**config.mk**
```make
export PLATFORM = sky130hd
export DESIGN_NAME = memory_arbiter_rr_tagged
export DESIGN_NICKNAME = d
export VERILOG_FILES = /design/src/rtl/arbiter_pkg.sv /design/src/rtl/arbiter_tag_fifo.sv /design/src/rtl/memory_arbiter_rr_tagged.sv
export SDC_FILE = /design/constraint.sdc
export NUM_CORES = 1
export LEC_CHECK = 0
export ABC_CLOCK_PERIOD_IN_PS = 2600
export CAP_MARGIN = 20
export CORE_MARGIN = 4
export CORE_UTILIZATION = 34
export CTS_BUF_LIST = sky130_fd_sc_hd__clkbuf_4 sky130_fd_sc_hd__clkbuf_8
export DETAILED_ROUTE_END_ITERATION = 7
export HOLD_SLACK_MARGIN = 0.12
export PLACE_DENSITY = 0.87
export SLEW_MARGIN = 20
export SYNTH_ARGS = -nofsm -noshare
export SYNTH_HDL_FRONTEND = slang
export SYNTH_HIERARCHICAL = 1
export SYNTH_SLANG_ARGS = --single-unit
```
**constraint.sdc**
```tcl
create_clock -name clk -period 2.6 [get_ports clk]
set_input_delay 0.52 -clock clk [delete_from_list [all_inputs] [get_ports clk]]
set_output_delay 0.52 -clock clk [all_outputs]
set_load 0.02 [all_outputs]
```
**src/rtl/arbiter_pkg.sv**
```systemverilog
// Shared arbitration helpers for the tagged round-robin memory arbiter.
// Pure combinational functions, no state.
package arbiter_pkg;

    localparam int MAX_N = 32;

    // Returns the first valid index scanning from ptr upward, wrapping at n.
    function automatic int unsigned rr_pick(
        input logic [MAX_N-1:0] valid,
        input int unsigned      ptr,
        input int unsigned      n
    );
        int unsigned idx;
        logic        found;
        rr_pick = ptr;
        found   = 1'b0;
        for (int unsigned k = 0; k < MAX_N; k++) begin
            idx = (ptr + k) % n;
            if (k < n && !found && valid[idx]) begin
                rr_pick = idx;
                found   = 1'b1;
            end
        end
    endfunction

endpackage

```
**src/rtl/arbiter_tag_fifo.sv**
```systemverilog
// In-order requester-tag FIFO; push/pop take effect at the clock edge, dout shows the head.
// No backpressure of its own: pushes when full and pops when empty are ignored.
module arbiter_tag_fifo #(
    parameter int WIDTH = 1,
    parameter int DEPTH = 4
) (
    input  logic                     clk,
    input  logic                     rst,
    input  logic                     push,
    input  logic [WIDTH-1:0]         din,
    input  logic                     pop,
    output logic [WIDTH-1:0]         dout,
    output logic                     empty,
    output logic                     full,
    output logic [$clog2(DEPTH):0]   count
);

    localparam int CW = $clog2(DEPTH) + 1;

    generate
        if (DEPTH == 1) begin : g_single
            logic [WIDTH-1:0] data_q;
            logic             vld_q;

            always_ff @(posedge clk or negedge rst) begin
                if (!rst) begin
                    vld_q <= 1'b0;
                end else if (push && !vld_q) begin
                    vld_q <= 1'b1;
                end else if (pop && vld_q) begin
                    vld_q <= 1'b0;
                end
            end

            always_ff @(posedge clk) begin
                if (push && !vld_q) begin
                    data_q <= din;
                end
            end

            assign dout  = data_q;
            assign empty = ~vld_q;
            assign full  = vld_q;
            assign count = CW'(vld_q);
        end else begin : g_ring
            localparam int PW = $clog2(DEPTH);

            logic [WIDTH-1:0] mem_q [DEPTH];
            logic [PW-1:0]    wr_ptr, rd_ptr;
            logic [CW-1:0]    cnt_q;
            logic             do_push, do_pop;

            assign empty   = (cnt_q == '0);
            assign full    = (cnt_q == CW'(DEPTH));
            assign do_push = push && !full;
            assign do_pop  = pop && !empty;

            always_ff @(posedge clk or negedge rst) begin
                if (!rst) begin
                    wr_ptr <= '0;
                    rd_ptr <= '0;
                    cnt_q  <= '0;
                end else begin
                    if (do_push) wr_ptr <= wr_ptr + PW'(1);
                    if (do_pop)  rd_ptr <= rd_ptr + PW'(1);
                    case ({do_push, do_pop})
                        2'b10:   cnt_q <= cnt_q + CW'(1);
                        2'b01:   cnt_q <= cnt_q - CW'(1);
                        default: cnt_q <= cnt_q;
                    endcase
                end
            end

            always_ff @(posedge clk) begin
                if (do_push) begin
                    mem_q[wr_ptr] <= din;
                end
            end

            assign dout  = mem_q[rd_ptr];
            assign count = cnt_q;
        end
    endgenerate

endmodule

```
**src/rtl/memory_arbiter_rr_tagged.sv**
```systemverilog
// Round-robin read arbiter with in-order tag routing; issue and response are both 0-cycle combinational.
// Backpressure: mem_ready low or MAX_OUTSTANDING in flight holds all req_ready low; responses cannot be stalled.
module memory_arbiter_rr_tagged
    import arbiter_pkg::*;
#(
    parameter int N               = 2,
    parameter int ADDR_WIDTH      = 11,
    parameter int DATA_WIDTH      = 16,
    parameter int MAX_OUTSTANDING = 4
) (
    input  logic                              clk,
    input  logic                              rst,
    input  logic [N-1:0]                      req_valid,
    input  logic [N*ADDR_WIDTH-1:0]           req_addr,
    output logic [N-1:0]                      req_ready,
    output logic [N-1:0]                      resp_valid,
    output logic [DATA_WIDTH-1:0]             resp_data,
    output logic                              mem_valid,
    output logic [ADDR_WIDTH-1:0]             mem_addr,
    input  logic                              mem_ready,
    input  logic                              mem_rvalid,
    input  logic [DATA_WIDTH-1:0]             mem_rdata,
    output logic [$clog2(MAX_OUTSTANDING):0]  outstanding,
    output logic                              err_orphan
);

    localparam int ID_BITS = $clog2(N);

    logic [ID_BITS-1:0] ptr, winner, head_tag;
    logic               any_req, full, empty, issue, pop;

    assign any_req   = |req_valid;
    assign winner    = ID_BITS'(rr_pick(MAX_N'(req_valid), 32'(ptr), 32'(N)));
    // A pop in the same cycle does not free a slot: keeps full off the response path.
    assign mem_valid = any_req & ~full;
    assign issue     = mem_valid & mem_ready;
    assign mem_addr  = any_req ? req_addr[winner*ADDR_WIDTH +: ADDR_WIDTH] : '0;
    assign req_ready = issue ? (N'(1) << winner) : '0;

    assign pop        = mem_rvalid & ~empty;
    assign resp_valid = pop ? (N'(1) << head_tag) : '0;
    assign resp_data  = pop ? mem_rdata : '0;

    arbiter_tag_fifo #(
        .WIDTH (ID_BITS),
        .DEPTH (MAX_OUTSTANDING)
    ) u_tag_fifo (
        .clk   (clk),
        .rst   (rst),
        .push  (issue),
        .din   (winner),
        .pop   (pop),
        .dout  (head_tag),
        .empty (empty),
        .full  (full),
        .count (outstanding)
    );

    always_ff @(posedge clk or negedge rst) begin
        if (!rst) begin
            ptr        <= '0;
            err_orphan <= 1'b0;
        end else begin
            if (issue) begin
                ptr <= (winner == ID_BITS'(N - 1)) ? '0 : winner + ID_BITS'(1);
            end
            if (mem_rvalid && empty) begin
                err_orphan <= 1'b1;
            end
        end
    end

endmodule
```
==> metrics.csv, run 1 <==
stage,metric,value,unit
die,I/O pins,80,
final_layout,Final Util,69.7,%
die,die width,62.0,um
sta,worst slew pin tran,419,ps
sta,RSZ-0062 raised after global routing,false,
grt,initial antenna violation count,0,
routing,WL final,3200,um
worst_setup_path,internal reg-to-reg setup slack,270,ps
placed_design,# port buffers,79,
clock_network,maximum root-to-sink buffer count,2,
clock_network,clock transition at the registers of the reported paths,70,ps
grt,first-pass GRT wire length,4350,um
die,die area,3840,um^2
worst_setup_path,crit path kind,in2out,
routing,DRT Pass-1 Iters,4,
worst_setup_path,Crit. Startpoint,req_valid[1],
sta,final setup fails,0,
grt,gr usage total,15.2,%
worst_setup_path,kind of start point of the critical path,input pin,
synth,"Distinct cells, synth",32,
placed_design,Final HPWL DP,2770,um
die,DIE HEIGHT,62.0,um
final_layout,Sequential cell area,345,um^2
synth,Ys Warns,6,
sta,worst clock skew,1.41,ps
die,row count,19,
clock_network,Clock Sinks,13,
grt,gr ovfl total,0,
final_layout,NumNets Final,230,
routing,number of nets with antenna violations after routing,0,
sta,crit share post-route,95.4,%
worst_setup_path,Worst Reg2Reg Path Length in Cells,11,
clock_network,Clock Latency Late Sink,270,ps
synth,syn_nets,141,
routing,Vias/cell,4.97,
worst_setup_path,Worst Path Arrival,1960,ps
power_and_ir_drop,power consumption,1470,uW
run_status,status,"finished, final reports clean",
die,Initial Utilization,35.9,%
routing,via count,1043,
final_layout,Multi-input gate area,596,um^2
clock_network,total CTS buffers,3,
worst_setup_path,Worst Path Max Fanout,4,
final_layout,proportion of layout cells with a drive suffix above 1,14.0,%
final_layout,Fillers,217,
synth,"Seq/Total Area, Yosys",34.9,%
worst_setup_path,Critical Path Sink Type,output pin,
power_and_ir_drop,pwr dens,766,nW/um^2
clock_network,H-Tree Depth,1,
sta,relative slew slack,72.0,%
grt,largest net degree at the start of global routing,14,
sta,final max-slew violation count,0,
power_and_ir_drop,VDD IR max,0.000688,V
routing,DRC viols,0,
power_and_ir_drop,Leak,0.00108,uW
worst_setup_path,worst setup path end,mem_valid,
routing,initial drt markers,69,
sta,final hold vios,0,
placed_design,GP Congestion,0.720,
synth,Syn Inst Count,91,
clock_network,CTS Root Cell,clkbuf_4,
clock_network,CTS tree,yes,
worst_setup_path,Crit Reg-Reg Endpoint,u_tag_fifo/count[2],
run,number of max-cap violations,0,
worst_setup_path,Reg-to-Reg Start,u_tag_fifo/count[0],
sta,fin crit period,2480,ps
grt,vias in the first global route,939,
placed_design,pre-CTS WS,-89.4,ps
synth,area of the mapped netlist,990,um^2
synth,synthesis-stage register bit count,13,
sta,f_max,403,MHz
die,core footprint,2760,um^2
routing,Routed wire per std cell,15.2,um
sta,Final WS setup,120,ps
worst_setup_path,worst path required time,2080,ps
final_layout,"Area growth, synth to finish",94.3,%
final_layout,Ant. Diodes,0,
hold_path,class of the worst hold path,reg2reg,
synth,Avg Inst Size Synth,10.9,um^2
-- synthesized netlist by cell type, drive strengths merged --
library cell,n,area share [%]
edfxtp,4,12
and3b,1,1.0
o31a,1,1.0
a21o,1,0.76
mux2i,1,1.0
nand2,1,0.38
o2bb2ai,1,0.89
nor3b,1,1.9
ha,5,6.3
a32o,11,11
nor2,6,2.3
nor2b,3,2.9
buf,4,3.2
nor3,1,0.51
fa,1,2.0
inv,6,2.3
and2,21,14
a21boi,1,1.1
mux4,1,2.3
and4b,1,1.0
nand3b,1,0.76
mux2,1,1.5
xnor2,3,2.7
dfrtp,9,23
xor2,3,2.7
nand2b,2,2.0
-- area by class of cell --
class,instances,area share [%]
Multi-Input combinational cell,68,31.0
Sequential cell,13,18.0
Tap cell,31,2.02
Timing Repair Buffer,88,46.3
Clock buffer,4,1.56
Inverter,6,1.17
-- worst min-delay path by stage --
stage,cells after the start,end,slack [ps],startpoint
2_1_floorplan,0,err_orphan,220,rst
3_3_place_gp,1,err_orphan,450,err_orphan
3_5_place_dp,1,err_orphan,450,err_orphan
4_1_cts,1,err_orphan,470,err_orphan
5_1_grt,1,err_orphan,480,err_orphan
6_report,1,err_orphan,460,err_orphan
-- cells in the final DEF, fill, tap and decap left out, types with 2 or more instances in the layout --
master           count
a32o_1              11
dlymetal6s2s_1      19
clkdlybuf4s50_1     48
buf_4                9
dfrtp_1              9
xor2_1               3
edfxtp_1             4
nor2_1               6
and2_2               2
and2_1              19
ha_1                 5
xnor2_1              3
inv_1                6
dlygate4sd2_1       12
clkbuf_4             4
-- routing by layer --
layer / vias up / track usage (%) / routed length (um)
met5: - / 0 / 0
met2: 56 / 23.7 / 1520
met3: 0 / 6.20 / 484
li1: 496 / - / -
met1: 491 / 20.8 / 1200
met4: 0 / 0.909 / 0
-- where the power goes --
| group | switching (uW) | total, uW | internal, uW | leakage (uW) |
|---|---|---|---|---|
| clock | 60.3 | 130 | 69.8 | 0.0000184 |
| combinational | 448 | 943 | 495 | 0.000922 |
| sequential | 94.5 | 400 | 305 | 0.000140 |
| total | 603 | 1470 | 870 | 0.00108 |
-- cells by family (layout without fill, tap and decap cells) --
logic type,after synthesis,count (layout),share of synthesized area (%)
buffers and inverters,10,98,5.43
and+or+nand+nor,38,38,26.3
DFF,13,13,34.9
xor gates and xnor gates,6,6,5.31
muxes,3,3,4.80
adders and majority gates,6,6,8.34
AOI/OAI and AO/OA,15,15,14.9
-- stage by stage --
stage	TNS (ps)	instances	area [um^2]	hold slack, ps
floorplan	0	91	990	224
global placement	-87.2	206	1860	445
detailed placement	-400	206	1860	451
CTS	0	210	1870	468
global route	0	210	1920	484
finish	0	210	1920	460
-- worst max-delay path: stages --
cell and delay (ps):
clkdlybuf4s50_1 530, buf_4 150, nor2_1 60, nor2_1 90, clkdlybuf4s50_1 610
-- flip-flops by register name, indices dropped and copies added (netlist names) --
| name | count |
|---|---|
| u_tag_fifo/count | 3 |
| u_tag_fifo/g_ring.rd_ptr | 2 |
| err_orphan | 1 |
| u_tag_fifo/g_ring.mem_q | 4 |
| u_tag_fifo/g_ring.wr_ptr | 2 |
| ptr | 1 |
-- timing repair --
action | in CTS | in global routing
resized for setup | 12 | 20
setup buffers | 0 | 0
gates cloned | 0 | 0
setup endpoints to repair | 12 | 19
hold buffers | 0 | 0
Note: power is estimated with default switching activity, not from simulation.
==> run 2, diff against run 1 <==
--- a/config.mk
+++ b/config.mk
@@ -5,7 +5,7 @@
 export SDC_FILE = /design/constraint.sdc
 export NUM_CORES = 1
 export LEC_CHECK = 0
-export ABC_CLOCK_PERIOD_IN_PS = 2600
+export ABC_CLOCK_PERIOD_IN_PS = 2800
 export CAP_MARGIN = 20
 export CORE_MARGIN = 4
 export CORE_UTILIZATION = 34
==> constraint.sdc (replaced) <==
create_clock -name clk -period 2.8 [get_ports clk]
set_input_delay 0.56 -clock clk [delete_from_list [all_inputs] [get_ports clk]]
set_output_delay 0.56 -clock clk [all_outputs]
set_load 0.02 [all_outputs]
==> run 2 against run 1 <==
- sequential power is 7.5% lower
- clock skew hardly changed
- design area is 1.7% lower
- count of clock-buffer cells in the layout stayed put
- power is 5.4% lower
- routed wire length is 2.0% lower
- clock power is 8% lower
- via count is 0.77% lower
- critical path depth stayed put
- utilization is 1.2 points lower
==> metrics.csv, run 2 (synthesis results as in run 1) <==
stage,metric,value,unit
sta,final hold vios,0,
worst_setup_path,internal reg-to-reg setup slack,400,ps
die,core footprint,2760,um^2
clock_network,Clock Latency Late Sink,270,ps
grt,vias in the first global route,970,
routing,number of nets with antenna violations after routing,0,
placed_design,Final HPWL DP,2690,um
sta,hold_ws,459,ps
sta,worst slew pin tran,405,ps
grt,initial antenna violation count,0,
worst_setup_path,Worst path slowest cell,clkdlybuf4s50_1,
placed_design,# port buffers,79,
clock_network,CTS Hold Bufs,0,
worst_setup_path,crit-path cells,clkdlybuf4s50_1 > a21boi_2 > buf_4 > a32o_1 > clkdlybuf4s50_1,
routing,via count,1035,
final_layout,NumNets Final,228,
worst_setup_path,most frequent CP cell,clkdlybuf4s50_1,
routing,Vias/cell,4.98,
grt,gr ovfl total,0,
grt,first-pass GRT wire length,4360,um
clock_network,cts repair resizes,0,
placed_design,GP Congestion,0.714,
placed_design,DP Area,1840,um^2
routing,Routed wire per std cell,15.1,um
die,die area,3840,um^2
clock_network,Clock Sinks,13,
grt,largest net degree at the start of global routing,16,
worst_setup_path,Reg-to-Reg Start,u_tag_fifo/count[0],
worst_setup_path,Worst Reg2Reg Path Length in Cells,11,
final_layout,"Area growth, synth to finish",91.0,%
worst_setup_path,worst path required time,2240,ps
routing,max layer used,met4,
worst_setup_path,kind of start point of the critical path,input pin,
worst_setup_path,Crit Reg-Reg Endpoint,u_tag_fifo/count[2],
power_and_ir_drop,Psw,562,uW
die,die width,62.0,um
die,DIE HEIGHT,62.0,um
routing,met2 WL,1530,um
power_and_ir_drop,clock power share,8.6,%
routing,DRC viols,0,
final_layout,Ant. Diodes,0,
clock_network,total CTS buffers,3,
clock_network,clock transition at the registers of the reported paths,70,ps
routing,initial drt markers,49,
power_and_ir_drop,VDD IR max,0.000662,V
sta,final setup fails,0,
final_layout,"commonest non-fill, non-tap cell in the layout",clkdlybuf4s50_1,
final_layout,max reg flops,4,
final_layout,Biggest register,u_tag_fifo/g_ring.mem_q,
sta,Final WS setup,43.6,ps
final_layout,Fillers,214,
power_and_ir_drop,pwr dens,737,nW/um^2
final_layout,proportion of layout cells with a drive suffix above 1,12.4,%
die,I/O pins,80,
die,row count,19,
sta,crit share post-route,98.4,%
hold_path,Hold Path Sink,err_orphan,
clock_network,maximum root-to-sink buffer count,2,
power_and_ir_drop,Leak,0.000858,uW
grt,gr usage total,15.2,%
worst_setup_path,Worst Path Arrival,2200,ps
clock_network,H-Tree Depth,1,
power_and_ir_drop,combinational power share,64.9,%
routing,M1 wire length,1180,um
sta,worst clock skew,1.74,ps
hold_path,class of the worst hold path,reg2reg,
hold_path,min-delay src,err_orphan,
run,number of max-cap violations,0,
worst_setup_path,Critical Path Sink Type,output pin,
power_and_ir_drop,cell internal pwr,831,uW
sta,fin crit period,2760,ps
sta,RSZ-0062 raised after global routing,false,
sta,f_max,363,MHz
hold_path,WHS Path Cells,1,
clock_network,Post-CTS Setup Bufs,0,
worst_setup_path,Worst Path Max Fanout,11,
die,Initial Utilization,35.9,%
power_and_ir_drop,sequential share of power,26.5,%
sta,final max-slew violation count,0,
power_and_ir_drop,Switching Share,40.4,%
clock_network,CTS tree,yes,
sta,total negative slack,0,ps
worst_setup_path,"Largest stage delay, worst path",610,ps
routing,DRT Pass-1 Iters,4,
sta,relative slew slack,72.9,%
routing,routed length on met3,419,um
placed_design,pre-CTS WS,28.7,ps
run_status,status,"finished, final reports clean",
worst_setup_path,crit path kind,in2out,
final_layout,most frequent cells in the layout,"clkdlybuf4s50_1, and2_1, a32o_1, dfrtp_1, dlymetal6s2s_1",
routing,WL final,3140,um
clock_network,CTS Root Cell,clkbuf_4,
final_layout,post-route cell area,1890,um^2
==> run 2: changes by cell type in the layout (fill, tap and decap cells not counted), sizes merged <==
cell | before | now
clkdlybuf4s50 | 48 | 71
dlygate4sd2 | 12 | 0
dlymetal6s2s | 19 | 8
buf | 9 | 7
==> run 2: layout make-up <==
type                            count  area, um^2  share of cell area, %
Tap cell                           31        38.8                   2.05
Inverter                            6        22.5                   1.19
Multi-Input combinational cell     68         591                   31.2
Clock buffer                        4        30.0                   1.59
Timing Repair Buffer               86         863                   45.7
Sequential cell                    13         345                   18.3
==> run 2: worst max-delay path: cells and delay by family <==
kind	cells	cell delay, ps
buffers and inverters	3	1290
AOI/OAI and AO/OA	2	340
==> run 2: routing by layer <==
layer / track usage (%) / up-vias
li1: - / 495
met1: 19.8 / 485
met2: 24.4 / 52
met3: 5.58 / 3
met4: 2.73 / 0
met5: 0 / -
==> run 2: power by group through the flow <==
stage | clock network [uW] | logic (uW) | registers [uW]
floorplan | 0 | 502 | 394
global placement | 0 | 871 | 369
detailed placement | 0 | 909 | 376
CTS | 124 | 917 | 371
global route | 133 | 984 | 386
finish | 120 | 903 | 370
==> run 2: how the worst max path moves through the flow <==
| stage | startpoint | to | depth (start not counted) |
|---|---|---|---|
| finish | req_valid[0] | mem_addr[6] | 5 |
| global route | req_valid[0] | mem_addr[10] | 5 |
| CTS | req_valid[0] | mem_addr[0] | 5 |
| detailed placement | req_valid[0] | mem_addr[0] | 5 |
| global placement | req_valid[0] | mem_addr[0] | 5 |
| floorplan | u_tag_fifo/count[0] | u_tag_fifo/count[2] | 10 |
==> run 2: metrics by stage <==
| step | total power [uW] | util (%) | instances |
|---|---|---|---|
| after floorplan | 896 | - | 91 |
| after global placement | 1240 | 66.7 | 204 |
| after detailed placement | 1280 | 66.7 | 204 |
| after CTS | 1410 | 67.8 | 208 |
| after global routing | 1500 | 68.6 | 208 |
| final | 1390 | 68.6 | 208 |
==> run 3, diff against run 2 <==
--- a/config.mk
+++ b/config.mk
@@ -7,9 +7,10 @@
 export LEC_CHECK = 0
 export ABC_CLOCK_PERIOD_IN_PS = 2800
 export CAP_MARGIN = 20
-export CORE_MARGIN = 4
+export CORE_MARGIN = 1.5
 export CORE_UTILIZATION = 34
 export CTS_BUF_LIST = sky130_fd_sc_hd__clkbuf_4 sky130_fd_sc_hd__clkbuf_8
+export CTS_CLUSTER_DIAMETER = 50
 export DETAILED_ROUTE_END_ITERATION = 7
 export HOLD_SLACK_MARGIN = 0.12
 export PLACE_DENSITY = 0.87
==> run 3 against run 2 <==
- global-route usage is 2.6 points higher
- power about the same
- routed wire length fell by 5.6%
- via count is 2.2% lower
- highest routed layer unchanged
- largest power group unchanged
- clock power about the same
==> metrics.csv, run 3 (synthesis results as in run 1) <==
stage,metric,value,unit
run_status,status,"finished, final reports clean",
die,die area,3240,um^2
hold_path,min-delay src,err_orphan,
hold_path,Hold Path Sink,err_orphan,
routing,DRC viols,0,
worst_setup_path,worst path required time,2240,ps
grt,gr ovfl total,0,
worst_setup_path,Critical Path Sink Type,output pin,
clock_network,total CTS buffers,3,
final_layout,Fillers,212,
die,I/O pins,80,
placed_design,# port buffers,79,
die,core footprint,2760,um^2
run,number of max-cap violations,0,
final_layout,Biggest register,u_tag_fifo/g_ring.mem_q,
placed_design,GP Congestion,0.770,
sta,relative slew slack,70.9,%
sta,crit share post-route,98.4,%
grt,largest net degree at the start of global routing,14,
routing,DRT Pass-1 Iters,4,
sta,worst slew pin tran,435,ps
grt,vias in the first global route,946,
clock_network,CTS Hold Bufs,0,
clock_network,Clock Latency Late Sink,270,ps
final_layout,Multi-input gate area,591,um^2
worst_setup_path,Worst Path Max Fanout,11,
routing,number of nets with antenna violations after routing,0,
sta,RSZ-0062 raised after global routing,false,
power_and_ir_drop,pwr dens,737,nW/um^2
clock_network,maximum root-to-sink buffer count,2,
grt,first-pass GRT wire length,4570,um
clock_network,CTS tree,yes,
final_layout,NumNets Final,229,
final_layout,proportion of layout cells with a drive suffix above 1,12.9,%
clock_network,Clock Sinks,13,
routing,initial drt markers,40,
routing,WL final,2960,um
hold_path,class of the worst hold path,reg2reg,
worst_setup_path,internal reg-to-reg setup slack,450,ps
placed_design,Final HPWL DP,2480,um
sta,total negative slack,0,ps
routing,Routed wire per std cell,14.2,um
die,Initial Utilization,35.9,%
grt,gr usage total,17.8,%
clock_network,clock transition at the registers of the reported paths,80,ps
power_and_ir_drop,VDD IR max,0.000589,V
clock_network,H-Tree Depth,1,
worst_setup_path,Worst Reg2Reg Path Length in Cells,11,
worst_setup_path,crit path kind,in2out,
placed_design,Cells after DPL,205,
final_layout,most frequent cells in the layout,"clkdlybuf4s50_1, and2_1, a32o_1, dfrtp_1, buf_4",
sta,final hold vios,0,
sta,fin crit period,2760,ps
die,row count,19,
worst_setup_path,kind of start point of the critical path,input pin,
power_and_ir_drop,Leak,0.000826,uW
sta,f_max,363,MHz
sta,final setup fails,0,
clock_network,CTS Root Cell,clkbuf_4,
routing,via count,1012,
sta,final max-slew violation count,0,
worst_setup_path,Reg-to-Reg Start,u_tag_fifo/count[0],
final_layout,fin cells,209,
final_layout,"commonest non-fill, non-tap cell in the layout",clkdlybuf4s50_1,
final_layout,"Area growth, synth to finish",91.0,%
hold_path,WHS Path Cells,1,
worst_setup_path,Worst Path Arrival,2200,ps
sta,worst clock skew,1.78,ps
final_layout,Ant. Diodes,0,
final_layout,max reg flops,4,
die,DIE HEIGHT,57.0,um
final_layout,Sequential cell area,345,um^2
worst_setup_path,Crit Reg-Reg Endpoint,u_tag_fifo/count[2],
die,die width,57.0,um
grt,initial antenna violation count,0,
routing,Vias/cell,4.84,
[run 3: cell count changes in the layout (fill, tap and decap cells not counted)]
cell,previous run,this run
buf_4,7,8
dlymetal6s2s_1,8,5
clkdlybuf4s50_1,71,74
[run 3: final cells by class]
type                    instances  share of cell area, %
clock buffers                   4                   1.59
multi-input cells              68                   31.2
repair buffers                 87                   45.7
inverters                       6                   1.19
flip-flops and latches         13                   18.3
well taps                      31                   2.05
[run 3: worst max path at each step]
stage	cells after the start	slack [ps]	startpoint	endpoint
floorplan	10	530	u_tag_fifo/count[0]	u_tag_fifo/count[2]
finish	5	40	req_valid[0]	mem_addr[7]
CTS	5	30	req_valid[0]	mem_addr[3]
global route	5	4	req_valid[0]	mem_addr[1]
global placement	5	110	req_valid[0]	mem_addr[4]
detailed placement	5	30	req_valid[0]	mem_addr[3]
[run 3: what timing repair did]
action,CTS,global route
buffers inserted,0,0
resized for setup,0,5
endpoints found under the setup margin,0,5
[run 3: layer usage]
layer	up-vias	part of all wire (%)	global-route usage [%]
met3	2	10	7.26
met1	459	43	23.3
li1	495	-	-
met4	0	0.54	2.33
met2	56	46	28.6
met5	-	0	0
[run 3: metrics by stage]
stage          hold slack, ps  instance area (um^2)  utilization [%]  power, uW  setup WS [ps]
2_1_floorplan             264                   990                -        896            531
3_3_place_gp              444                  1850             67.0       1240            110
3_5_place_dp              443                  1850             67.0       1280           27.8
4_1_cts                   461                  1880             68.1       1400           33.0
5_1_grt                   472                  1890             68.6       1480           3.96
6_report                  457                  1890             68.6       1390           44.4
[run 3: report_power, final]
group          leakage (uW)  switching [uW]  internal [uW]  total [uW]
sequential         0.000140            87.1            283         370
combinational      0.000668             417            484         901
clock             0.0000184            57.6           64.9         122
total              0.000826             561            832        1390
[run 3: critical path: stages]
cell and delay [ps]:
clkdlybuf4s50_1 500, a21boi_2 190, buf_4 190, a32o_1 150, clkdlybuf4s50_1 600
